## config.mk

```make
export PLATFORM = sky130hd
export DESIGN_NAME = regfile_wb_arbiter
export DESIGN_NICKNAME = d
export VERILOG_FILES = /design/src/rtl/wb_pkg.sv /design/src/rtl/wb_fifo.sv /design/src/rtl/regfile_wb_arbiter.sv
export SDC_FILE = /design/constraint.sdc
export NUM_CORES = 1
export LEC_CHECK = 0
export ABC_CLOCK_PERIOD_IN_PS = 3800
export CORE_MARGIN = 2
export CORE_UTILIZATION = 42
export DETAILED_ROUTE_END_ITERATION = 16
export HOLD_SLACK_MARGIN = 0.1
export PLACE_DENSITY = 0.78
export SKIP_CTS_REPAIR_TIMING = 1
export SYNTH_ARGS = -nofsm -noshare
export SYNTH_HDL_FRONTEND = slang
export SYNTH_HIERARCHICAL = 1
export SYNTH_SLANG_ARGS = --single-unit
export TNS_END_PERCENT = 20
```

## constraint.sdc

```tcl
create_clock -name clk -period 3.8 [get_ports clk]
set_clock_uncertainty 0.15 [all_clocks]
set_input_delay 1.14 -clock clk [delete_from_list [all_inputs] [get_ports clk]]
set_output_delay 1.14 -clock clk [all_outputs]
set_load 0.02 [all_outputs]
```

## src/rtl/wb_pkg.sv

```systemverilog
// wb_pkg: shared constants and port identifiers for the register-file write-back arbiter
package wb_pkg;
  localparam int REG_CODE_W = 3;
  localparam int NUM_REGS = 8;
  typedef enum logic {WB_PORT_ALU = 1'b0, WB_PORT_MEM = 1'b1} wb_port_e;
endpackage

```

## src/rtl/wb_fifo.sv

```systemverilog
// wb_fifo: synchronous FIFO of DEPTH entries with push/pop/flush and full/empty flags
//   clk, rst (sync, active-high), flush (sync clear), push/din write side,
//   pop/dout read side (dout shows the head while !empty), full, empty.
module wb_fifo #(
  parameter int W = 35,
  parameter int DEPTH = 2
) (
  input  logic         clk,
  input  logic         rst,
  input  logic         flush,
  input  logic         push,
  input  logic         pop,
  input  logic [W-1:0] din,
  output logic [W-1:0] dout,
  output logic         full,
  output logic         empty
);
  localparam int AW = $clog2(DEPTH);
  logic [W-1:0] mem [DEPTH];
  logic [AW-1:0] wp, rp;
  logic [AW:0] cnt;
  always_ff @(posedge clk)
    if (push) mem[wp] <= din;
  always_ff @(posedge clk) begin
    if (rst || flush) begin
      wp <= '0;
      rp <= '0;
      cnt <= '0;
    end else begin
      if (push) wp <= wp + 1'b1;
      if (pop) rp <= rp + 1'b1;
      cnt <= cnt + {{AW{1'b0}}, push} - {{AW{1'b0}}, pop};
    end
  end
  assign dout = mem[rp];
  assign full = cnt == (AW+1)'(DEPTH);
  assign empty = cnt == '0;
endmodule

```

## src/rtl/regfile_wb_arbiter.sv

```systemverilog
// regfile_wb_arbiter: buffers ALU/MEM write-backs and issues one round-robin register write per cycle
//   clk, rst (sync, active-high), flush_i (drops all pending writes),
//   p0_* ALU request port, p1_* MEM request port (valid/ready handshake, 3-bit dest, data),
//   wb_we_o/wb_code_o/wb_data_o registered write to the 3-to-8 decoder, busy_o,
//   stall_cnt_o arbitration-loss counter present only when WB_STALL_CNT_EN is defined.
module regfile_wb_arbiter
  import wb_pkg::*;
#(
  parameter int DATA_W = 32,
  parameter int DEPTH = 2,
  parameter int DROP_R0 = 1
) (
  input  logic                  clk,
  input  logic                  rst,
  input  logic                  flush_i,
  input  logic                  p0_valid_i,
  output logic                  p0_ready_o,
  input  logic [REG_CODE_W-1:0] p0_dest_i,
  input  logic [DATA_W-1:0]     p0_data_i,
  input  logic                  p1_valid_i,
  output logic                  p1_ready_o,
  input  logic [REG_CODE_W-1:0] p1_dest_i,
  input  logic [DATA_W-1:0]     p1_data_i,
  output logic                  wb_we_o,
  output logic [REG_CODE_W-1:0] wb_code_o,
  output logic [DATA_W-1:0]     wb_data_o,
  output logic                  busy_o
`ifdef WB_STALL_CNT_EN
  ,output logic [15:0]          stall_cnt_o
`endif
);
  localparam int W = DATA_W + REG_CODE_W;
  logic [W-1:0] h0, h1, ghead;
  logic full0, full1, empty0, empty1, g0, g1, gnt, drop;
  wb_port_e rr, gsel;
  assign p0_ready_o = !full0 && !flush_i && !rst;
  assign p1_ready_o = !full1 && !flush_i && !rst;
  wb_fifo #(.W(W), .DEPTH(DEPTH)) u_fifo0 (
    .clk(clk), .rst(rst), .flush(flush_i),
    .push(p0_valid_i && p0_ready_o), .pop(g0),
    .din({p0_dest_i, p0_data_i}), .dout(h0), .full(full0), .empty(empty0)
  );
  wb_fifo #(.W(W), .DEPTH(DEPTH)) u_fifo1 (
    .clk(clk), .rst(rst), .flush(flush_i),
    .push(p1_valid_i && p1_ready_o), .pop(g1),
    .din({p1_dest_i, p1_data_i}), .dout(h1), .full(full1), .empty(empty1)
  );
  always_comb begin
    g0 = !empty0 && (empty1 || rr == WB_PORT_ALU);
    g1 = !empty1 && (empty0 || rr == WB_PORT_MEM);
    gnt = g0 || g1;
    gsel = g1 ? WB_PORT_MEM : WB_PORT_ALU;
    ghead = g1 ? h1 : h0;
    // register 0 is hard-wired zero: consume the entry but never strobe it
    drop = DROP_R0 != 0 && ghead[DATA_W +: REG_CODE_W] == '0;
  end
  always_ff @(posedge clk) begin
    if (rst) begin
      rr <= WB_PORT_ALU;
      wb_we_o <= 1'b0;
      wb_code_o <= '0;
      wb_data_o <= '0;
    end else if (flush_i) begin
      rr <= WB_PORT_ALU;
      wb_we_o <= 1'b0;
    end else begin
      if (gnt) rr <= gsel == WB_PORT_ALU ? WB_PORT_MEM : WB_PORT_ALU;
      wb_we_o <= gnt && !drop;
      if (gnt && !drop) {wb_code_o, wb_data_o} <= ghead;
    end
  end
  assign busy_o = !empty0 || !empty1 || wb_we_o;
`ifdef WB_STALL_CNT_EN
  // a loss happens only when both heads compete; flush cycles arbitrate nothing
  always_ff @(posedge clk) begin
    if (rst) stall_cnt_o <= '0;
    else if (!empty0 && !empty1 && !flush_i && stall_cnt_o != 16'hFFFF) stall_cnt_o <= stall_cnt_o + 16'd1;
  end
`endif
endmodule
```

Word level (Yosys, flattened, before mapping). Memories as Yosys holds them, arrays and structs flattened. A register that Yosys moved wholly into a read port is not among the register bits. Cells that the tools add are included.

Output and inout port bits: 39. Memory bits (writable): 140. Bits in registers: 45. Memories: 2. Bits of input ports: 75.

Reduce and logical (&&, ||, !) cells: 27. Equality and inequality tests: 2. Muxes and demuxes: 11. Add/sub/neg operators: 8. Bitwise gates (word level): 2.

Memories: u_fifo0.mem (words 2, width 35, read ports 1, clocked after memory_dff 1, wr ports 1, line wb_fifo.sv:19) `logic [W-1:0] mem [DEPTH];`; u_fifo1.mem (words 2, width 35, read ports 1, clocked after memory_dff 1, wr ports 1, line wb_fifo.sv:19).

Operators by type and width (count): $mux 35 (1); $mux 1 (10); $logic_and 1x1->1 (9); $logic_not 1->1 (7); $logic_or 1x1->1 (6); $add 1x1->1 const B (4); $add 2x1->2 (2); $eq 2x2->1 const B (2); $logic_not 2->1 (2); $sub 2x1->2 (2); $logic_not 3->1 (1); $not 1->1 (2); $reduce_and 2->1 (1); $reduce_or 2->1 (1).

Longest topological paths before layout. Gate-level depths: netlist (run 1).

Depth in word-level cells: 8. Mapped depth: 9. Depth with buffers taken out: 8.

Modules after synthesis. The synthesis (run 1) kept the hierarchy.

Modules (own cells, without submodules): wb_fifo (area an instance 2907.8 um2, seq. area each 2202.1 um2, cells each 130, times used 2); regfile_wb_arbiter (area an instance 1906.8 um2, seq. area each 740.7 um2, cells each 214, times used 1).

Worst setup path after synthesis (run 1). Ideal clock, no wire load.

Path kind: input to register. Start: input port flush_i. End: memory u_fifo0.mem[0][0], enable pin. Buffers on the path: 0. Arrival: 3568 ps. Library setup time: 431 ps. Stages: 3. Setup slack: -350 ps. Required time: 3219 ps. Cell sequence: nor3_1 -> and2_1 -> nor2b_1.

Cells in the longest elaborated chain, start to end: 6.

RTL lines: start, declared (line regfile_wb_arbiter.sv:15) `input logic flush_i,`; $logic_not 1->1 (line regfile_wb_arbiter.sv:36) `assign p0_ready_o = !full0 && !flush_i && !rst;`; $logic_and 1x1->1 (2 in series) (line regfile_wb_arbiter.sv:36); $logic_and 1x1->1 (line regfile_wb_arbiter.sv:40) `.push(p0_valid_i && p0_ready_o), .pop(g0),`; $mux 1 (line wb_fifo.sv:23) `if (push) mem[wp] <= din;`; $mux 1 (implied by the code) (line wb_fifo.sv:23); end, declared (line wb_fifo.sv:19).

Every way passes these cells.

Final worst setup path (run 1).
Start: input port flush_i. End: output port p1_ready_o.

Cells in the longest elaborated chain, start to end: 3.

RTL lines: $logic_not 1->1 (line regfile_wb_arbiter.sv:37) `assign p1_ready_o = !full1 && !flush_i && !rst;`; $logic_and 1x1->1 (2 in series) (line regfile_wb_arbiter.sv:37); end, declared (line regfile_wb_arbiter.sv:21) `output logic p1_ready_o,`.

Every way passes these cells.

==> qor_table.md, run 1 <==
| Metric | Reported | Unit |
|---|---|---|
| Result of the run | finished clean | - |
| Final weighted congestion in routability-driven placement | 0.787 | - |
| Total track usage | 16.6 | % |
| Static leakage power | 3.28 | nW |
| Fraction of power consumed by the clock network | 36.5 | % |
| Antenna-violating nets left | 0 | - |
| Final Non-Filler Cells | 834 | - |
| Horiz. Die Dim | 140 | microns |
| Total of max-cap violations | 0 | - |
| Area growth from synthesis to layout | 24.5 | % |
| Max stage delay on crit path | 440 | ps |
| Commonest cells after routing, fill and taps aside | sky130_fd_sc_hd__edfxtp_1, sky130_fd_sc_hd__clkdlybuf4s50_1, sky130_fd_sc_hd__nand2_1, sky130_fd_sc_hd__mux2_4, sky130_fd_sc_hd__dfxtp_1 | - |
| Final worst setup slack | 391 | ps |
| Cell accounting for the most synthesized area | sky130_fd_sc_hd__edfxtp_1 | - |
| Length of the first detailed-routing pass in iterations | 4 | - |
| First DRT Iteration DRCs | 276 | - |
| Setup violation total in the final timing report | 0 | - |
| Finished layout cell area | 9610 | sq um |
| Half-perimeter wire length after detailed placement | 10800 | microns |
| Post-synthesis cell count | 474 | - |
| Core region area | 18000 | sq um |
| Max-slew violation count | 0 | - |
| Critical path data required time | 2510 | ps |
| Fill cell count | 1422 | - |
| Arr. time, crit path | 2120 | ps |
| Area share of the largest cell type after synthesis | 54.4 | % |
| Synthesized net count | 553 | - |
| Sequential area share after synthesis | 66.6 | % |
| Total DRC errors in the routed layout | 0 | - |
| Register-to-Register Setup Slack | 490 | ps |
| Post-Route Utilization | 53.3 | % |
| Number of cells in the design after placement | 800 | - |
| Wire length of the first global-routing pass | 24600 | microns |
| Internal power contribution | 3.53 | mW |
| Top post-synthesis cells by area | sky130_fd_sc_hd__edfxtp_1, sky130_fd_sc_hd__dfxtp_1, sky130_fd_sc_hd__mux2_4, sky130_fd_sc_hd__a311oi_2, sky130_fd_sc_hd__nand2_1 | - |
| Number of buffers added on ports | 113 | - |
| Number of rows in the core area | 49 | - |
| Via count of the first global-routing pass | 4564 | - |
| Least-Margin Pin Slew | 1010 | ps |
| Critical path type | in -> out | - |
| Setup repair after global routing missed its margin | no | - |
| Number of buffers added by the clock tree synthesis step | 17 | - |
| Starting density of the core | 42.8 | % |
| Reported net switching power | 1.07 | mW |
| Combinational power share | 13.4 | % |
| Average wire per cell in the routed design | 19.0 | microns |
| Antenna violations before repair | 3 | - |
| Clock latency of the later-clocked register in the worst-skew pair | 420 | ps |
| Switching share of power | 23.3 | % |
| Post-placement setup slack | -8.09 | ps |
| Total via count in the routed design | 4332 | - |
| CTS clk-pin slew, worst paths | 70 | ps |
| Worst vdd ir | 0.000308 | V |
| Slowest stage cell, crit path | sky130_fd_sc_hd__clkdlybuf4s50_1 | - |
| Synth unique cells | 30 | - |
| Clock sink count | 187 | - |
| Final hold violations | 0 | - |
| Type of the tightest min-delay check | reg -> reg | - |
| Overflow left after global routing | 0 | - |
| Area of the mapped netlist | 7720 | sq um |
| Post-Syn Area per Cell | 16.3 | sq um |
| Number of warnings issued by yosys | 6 | - |
| Clock tree from TritonCTS | built | - |
| Vias/cell | 5.19 | - |
| Sort of element at the start of the critical path | input pin | - |
| Total length of routed wires | 15900 | microns |
| Chip height | 140 | microns |
| Critical path peak fanout | 3 | - |
| Full die area | 19500 | sq um |
| Maximum number of pins on one net before global-route repair | 49 | - |
| Net count of the finished layout | 669 | - |
| Crit share post-route | 89.7 | % |
| Share of post-route cells with drive strength above 1 | 25.4 | % |
| Critical Path End Type | primary output | - |
| Cell at the root of the clock tree | sky130_fd_sc_hd__clkbuf_16 | - |
| Power density relative to cell area | 479 | nW/um^2 |
| Most frequent standard cell in the layout excluding fill and tap cells | sky130_fd_sc_hd__edfxtp_1 | - |
| Reg power frac | 50.1 | % |
| H-tree depth | 4 | - |
| Relative slew slack | 32.8 | % |
| Placed cell areas | 9040 | sq um |
| Top-Level Pins | 114 | - |
| Tmin final | 3410 | ps |
| Register bit count reported by yosys | 187 | - |
| Critical-path cell list | clkdlybuf4s50_1, nor3_1, dlymetal6s2s_1 | - |
| Number of buffers on the longest clock path | 2 | - |
| Fmax | 293 | MHz |
==> per-stage QoR <==
stage | hold WS, ps | power, mW | TNS, ps
6_report | 358 | 4.61 | 0
3_5_place_dp | 346 | 2.97 | -8.09
5_1_grt | 368 | 4.75 | 0
4_1_cts | 355 | 4.63 | -13.6
2_1_floorplan | 368 | 2.72 | -12230
3_3_place_gp | 344 | 2.95 | 0
==> critical path, delay by kind of cell <==
family | cells | cell delay [ps]
AND/OR/NAND/NOR | 1 | 270
buffers and inverters | 2 | 700
==> path summary, 6_finish.rpt <==
check,cells after the start,start,to
setup / recovery,3,flush_i,p1_ready_o
hold / removal,2,wb_code_o[2],wb_code_o[2]
setup reg to reg,6,u_fifo0/cnt[1],wb_data_o[11]
hold reg to reg,2,wb_code_o[2],wb_code_o[2]
==> state kept, by name, summed over array words and instances, names as in the netlist, named ones only <==
name	count
u_fifo1/rp	1
u_fifo0/wp	1
wb_code_o	3
u_fifo1/wp	1
u_fifo0/rp	1
u_fifo1/mem	70
u_fifo0/mem	70
u_fifo0/cnt	2
wb_we_o	1
wb_data_o	32
rr	1
u_fifo1/cnt	2
==> kinds of logic (layout without fill, tap and decap cells) <==
family | count (synthesis) | in the layout | share of synthesized area, %
xor+xnor | 6 | 6 | 1.04
fa+ha+maj | 4 | 4 | 0.648
compound gates | 74 | 74 | 8.98
other cells | 0 | 2 | 0
buf+inv | 34 | 163 | 3.53
mux | 71 | 71 | 13.4
flops | 187 | 187 | 66.6
simple gates | 98 | 98 | 5.77
==> routing by layer <==
layer | wire length [microns] | track usage, %
met5 | 11 | 0
met4 | 315 | 6.42
met3 | 931 | 5.16
met2 | 7930 | 27.9
met1 | 6670 | 20.0
==> power by group through the flow <==
stage	Clock, mW	Combinational (mW)	Sequential (mW)
floorplan	0	0.331	2.39
global placement	0	0.598	2.35
detailed placement	0	0.615	2.35
CTS	1.70	0.620	2.31
global route	1.78	0.660	2.31
finish	1.68	0.615	2.31
==> cells in the mapped netlist <==
master                     instances
sky130_fd_sc_hd__nor3_1            9
sky130_fd_sc_hd__xnor3_1           2
sky130_fd_sc_hd__xnor2_1           4
sky130_fd_sc_hd__dfxtp_1          47
sky130_fd_sc_hd__and2_4            1
sky130_fd_sc_hd__inv_2             1
sky130_fd_sc_hd__nand3b_1          1
sky130_fd_sc_hd__buf_6             6
sky130_fd_sc_hd__o21bai_4          1
sky130_fd_sc_hd__mux2i_4           1
sky130_fd_sc_hd__mux2_4           60
sky130_fd_sc_hd__a21oi_1          37
sky130_fd_sc_hd__inv_1             5
sky130_fd_sc_hd__nor2_1            3
sky130_fd_sc_hd__buf_12            6
sky130_fd_sc_hd__a311oi_1          6
sky130_fd_sc_hd__nor3b_1           2
sky130_fd_sc_hd__a22oi_1           1
sky130_fd_sc_hd__and2_1            4
sky130_fd_sc_hd__nor3_2            4
sky130_fd_sc_hd__nand2_1          68
sky130_fd_sc_hd__ha_1              4
sky130_fd_sc_hd__a311oi_2         28
sky130_fd_sc_hd__mux2_2           10
sky130_fd_sc_hd__nand2b_1          1
sky130_fd_sc_hd__nor2b_1           5
sky130_fd_sc_hd__o32ai_1           1
sky130_fd_sc_hd__edfxtp_1        140
sky130_fd_sc_hd__clkbuf_1         14
sky130_fd_sc_hd__buf_2             2
==> final cells by class <==
cell class                 instances  area, sq um  area share [%]
tap                              229          287            2.98
antenna                            2         5.00          0.0521
inverter                           6         22.5           0.234
sequential                       187         5150            53.5
clock inverter                    12          124            1.29
multi-input combinational        253         2330            24.3
clock buffer                      20          437            4.54
timing repair buffer             125         1260            13.1
No activity file was read; power rests on OpenSTA's default activity.
==> inputs of run 2 (changes only) <==
SETUP_SLACK_MARGIN = 0.3   (was not set)
==> run 2 against run 1 <==
Total power about the same. Sequential share of layout area unchanged. Register-to-register slack is essentially flat. Non-clock buffer count unchanged. Fmax shrank 0.64%. Combinational power about the same. Worst hold slack improved by 1.9 ps. Critical path depth unchanged. Clock power about the same. First-iteration DRC count up 7.6%. Largest cell class unchanged. Largest power group unchanged.
==> qor_table.md, run 2 (synthesis results as in run 1) <==
| Metric | Reported | Unit | Change |
|---|---|---|---|
| Result of the run | finished clean | - |  |
| Static leakage power | 3.28 | nW | about the same |
| Power density relative to cell area | 479 | nW/um^2 | about the same |
| Fill cell count | 1422 | - | unchanged |
| Setup repair after global routing missed its margin | yes | - |  |
| Length of the first detailed-routing pass in iterations | 5 | - | +1 |
| Total track usage | 16.6 | % | unchanged |
| Number of buffers added by the clock tree synthesis step | 17 | - | unchanged |
| Clock sink count | 187 | - | unchanged |
| Half-perimeter wire length after detailed placement | 10800 | microns | unchanged |
| Delay-heaviest family, CP | buffers and inverters | - |  |
| Vias/cell | 5.21 | - | +0.37% |
| Worst flop-to-flop path startpoint | u_fifo0/cnt[1] | - |  |
| Starting density of the core | 42.8 | % | unchanged |
| Clock tree from TritonCTS | built | - |  |
| Critical Path End Type | primary output | - |  |
| Total DRC errors in the routed layout | 0 | - | unchanged |
| Setup violation total in the final timing report | 0 | - | unchanged |
| Total of max-cap violations | 0 | - | unchanged |
| Area growth from synthesis to layout | 24.5 | % | unchanged |
| Hold-critical path endpoint | wb_code_o[2] | - |  |
| Average wire per cell in the routed design | 19.1 | microns | +0.45% |
| Tmin final | 3430 | ps | +21.8 ps |
| Critical path type | in -> out | - |  |
| Worst setup path startpoint | flush_i | - |  |
| Hold path startpoint | wb_code_o[2] | - |  |
| Most frequent standard cell in the layout excluding fill and tap cells | sky130_fd_sc_hd__edfxtp_1 | - |  |
| Total via count in the routed design | 4348 | - | +0.37% |
| Full die area | 19500 | sq um | unchanged |
| H-tree depth | 4 | - | unchanged |
| Largest regs | u_fifo0/mem x70, u_fifo1/mem x70, wb_data_o x32 | - |  |
| CTS clk-pin slew, worst paths | 70 | ps | about the same |
| Combined area of the multi-input logic cells | 2330 | sq um | unchanged |
| Final weighted congestion in routability-driven placement | 0.787 | - | unchanged |
| Relative slew slack | 32.6 | % | -0.14 points |
| Slowest stage cell, crit path | sky130_fd_sc_hd__clkdlybuf4s50_1 | - |  |
| Share of post-route cells with drive strength above 1 | 25.4 | % | unchanged |
| Clock latency of the later-clocked register in the worst-skew pair | 420 | ps | about the same |
| Arr. time, crit path | 2140 | ps | +20 ps |
| Number of buffers added on ports | 113 | - | unchanged |
| Top-Level Pins | 114 | - | unchanged |
| Chip height | 140 | microns | unchanged |
| Commonest cells after routing, fill and taps aside | sky130_fd_sc_hd__edfxtp_1, sky130_fd_sc_hd__clkdlybuf4s50_1, sky130_fd_sc_hd__nand2_1, sky130_fd_sc_hd__mux2_4, sky130_fd_sc_hd__dfxtp_1 | - |  |
| Sort of element at the start of the critical path | input pin | - |  |
| Final Non-Filler Cells | 834 | - | unchanged |
| Setup total negative slack | 0 | ps | unchanged |
| Maximum number of pins on one net before global-route repair | 49 | - | unchanged |
| Crit path buf inv count | 2 | - | unchanged |
| Net count of the finished layout | 669 | - | unchanged |
| Crit share post-route | 90.3 | % | +0.57 points |
| First DRT Iteration DRCs | 297 | - | +7.6% |
| Least-Margin Pin Slew | 1010 | ps | +2.11 ps |
| Critical path peak fanout | 3 | - | unchanged |
| Worst vdd ir | 0.000308 | V | -0.21% |
| Reg2Reg Capture Point | wb_data_o[11] | - |  |
| Wire length of the first global-routing pass | 24600 | microns | unchanged |
| Critical path data required time | 2510 | ps | about the same |
| Horiz. Die Dim | 140 | microns | unchanged |
| Overflow left after global routing | 0 | - | unchanged |
| Placed cell areas | 9040 | sq um | unchanged |
| Critical-path cell list | clkdlybuf4s50_1, nor3_1, dlymetal6s2s_1 | - |  |
| Max stage delay on crit path | 440 | ps | about the same |
| Cells on worst reg2reg path | 6 | - | unchanged |
| Antenna-violating nets left | 0 | - | unchanged |
| Antenna violations before repair | 3 | - | unchanged |
| Number of buffers on the longest clock path | 2 | - | unchanged |
| Final hold violations | 0 | - | unchanged |
| Number of cells in the design after placement | 800 | - | unchanged |
| Core region area | 18000 | sq um | unchanged |
| Max-slew violation count | 0 | - | unchanged |
| Number of instances on the worst hold path | 2 | - | unchanged |
| Number of rows in the core area | 49 | - | unchanged |
| Total length of routed wires | 15900 | microns | +0.45% |
| Via count of the first global-routing pass | 4564 | - | unchanged |
| Fmax | 291 | MHz | -0.64% |
| Area used by sequential logic in the layout | 5150 | sq um | unchanged |
| Cell at the root of the clock tree | sky130_fd_sc_hd__clkbuf_16 | - |  |
| Finished layout cell area | 9610 | sq um | unchanged |
| Register-to-Register Setup Slack | 490 | ps | about the same |
| Type of the tightest min-delay check | reg -> reg | - |  |
==> run 2: how the worst max path moves through the flow <==
stage,end,slack (ps),depth (start not counted)
floorplan,u_fifo1/mem[0][0],-350,3
CTS,p1_ready_o,-10,3
global placement,p0_ready_o,40,3
detailed placement,p1_ready_o,-8,3
global route,wb_data_o[11],300,6
finish,p1_ready_o,370,3
==> run 2: layout make-up <==
cell class	instances	area share (%)
antenna	2	0.0521
clock buffer	20	4.54
clock inverter	12	1.29
inverter	6	0.234
multi-input combinational	253	24.3
sequential	187	53.5
tap	229	2.98
timing repair buffer	125	13.1
==> run 2: routing by layer <==
layer  up-vias  GRT usage, %  wire length, microns  share of wire, %
li1       2032             -                     -                 -
met1      2168          20.0                  6680                42
met2       119          27.9                  7960                50
met3        27          5.16                   978               6.1
met4         2          6.42                   294               1.8
met5         -             0                    11             0.069
==> run 2: per-stage QoR <==
| stage | power (mW) | utilization (%) | hold slack, ps | setup slack, ps |
|---|---|---|---|---|
| 2_1_floorplan | 2.72 | - | 368 | -349 |
| 3_3_place_gp | 2.95 | 50.2 | 344 | 35.7 |
| 3_5_place_dp | 2.97 | 50.2 | 346 | -8.09 |
| 4_1_cts | 4.63 | 53.3 | 355 | -13.6 |
| 5_1_grt | 4.75 | 53.3 | 368 | 296 |
| 6_report | 4.61 | 53.3 | 360 | 369 |
==> run 2: worst min-delay path: stages, from the launching register on <==
cell and delay (ps):
sky130_fd_sc_hd__dfxtp_1 320, sky130_fd_sc_hd__nand2b_1 70, sky130_fd_sc_hd__o32ai_1 70
==> run 2: report_power, final <==
| group | switching [mW] | internal, mW | leakage, nW | total (mW) |
|---|---|---|---|---|
| combinational | 0.316 | 0.300 | 1.36 | 0.616 |
| clock | 0.718 | 0.964 | 0.269 | 1.68 |
| sequential | 0.0386 | 2.27 | 1.65 | 2.31 |
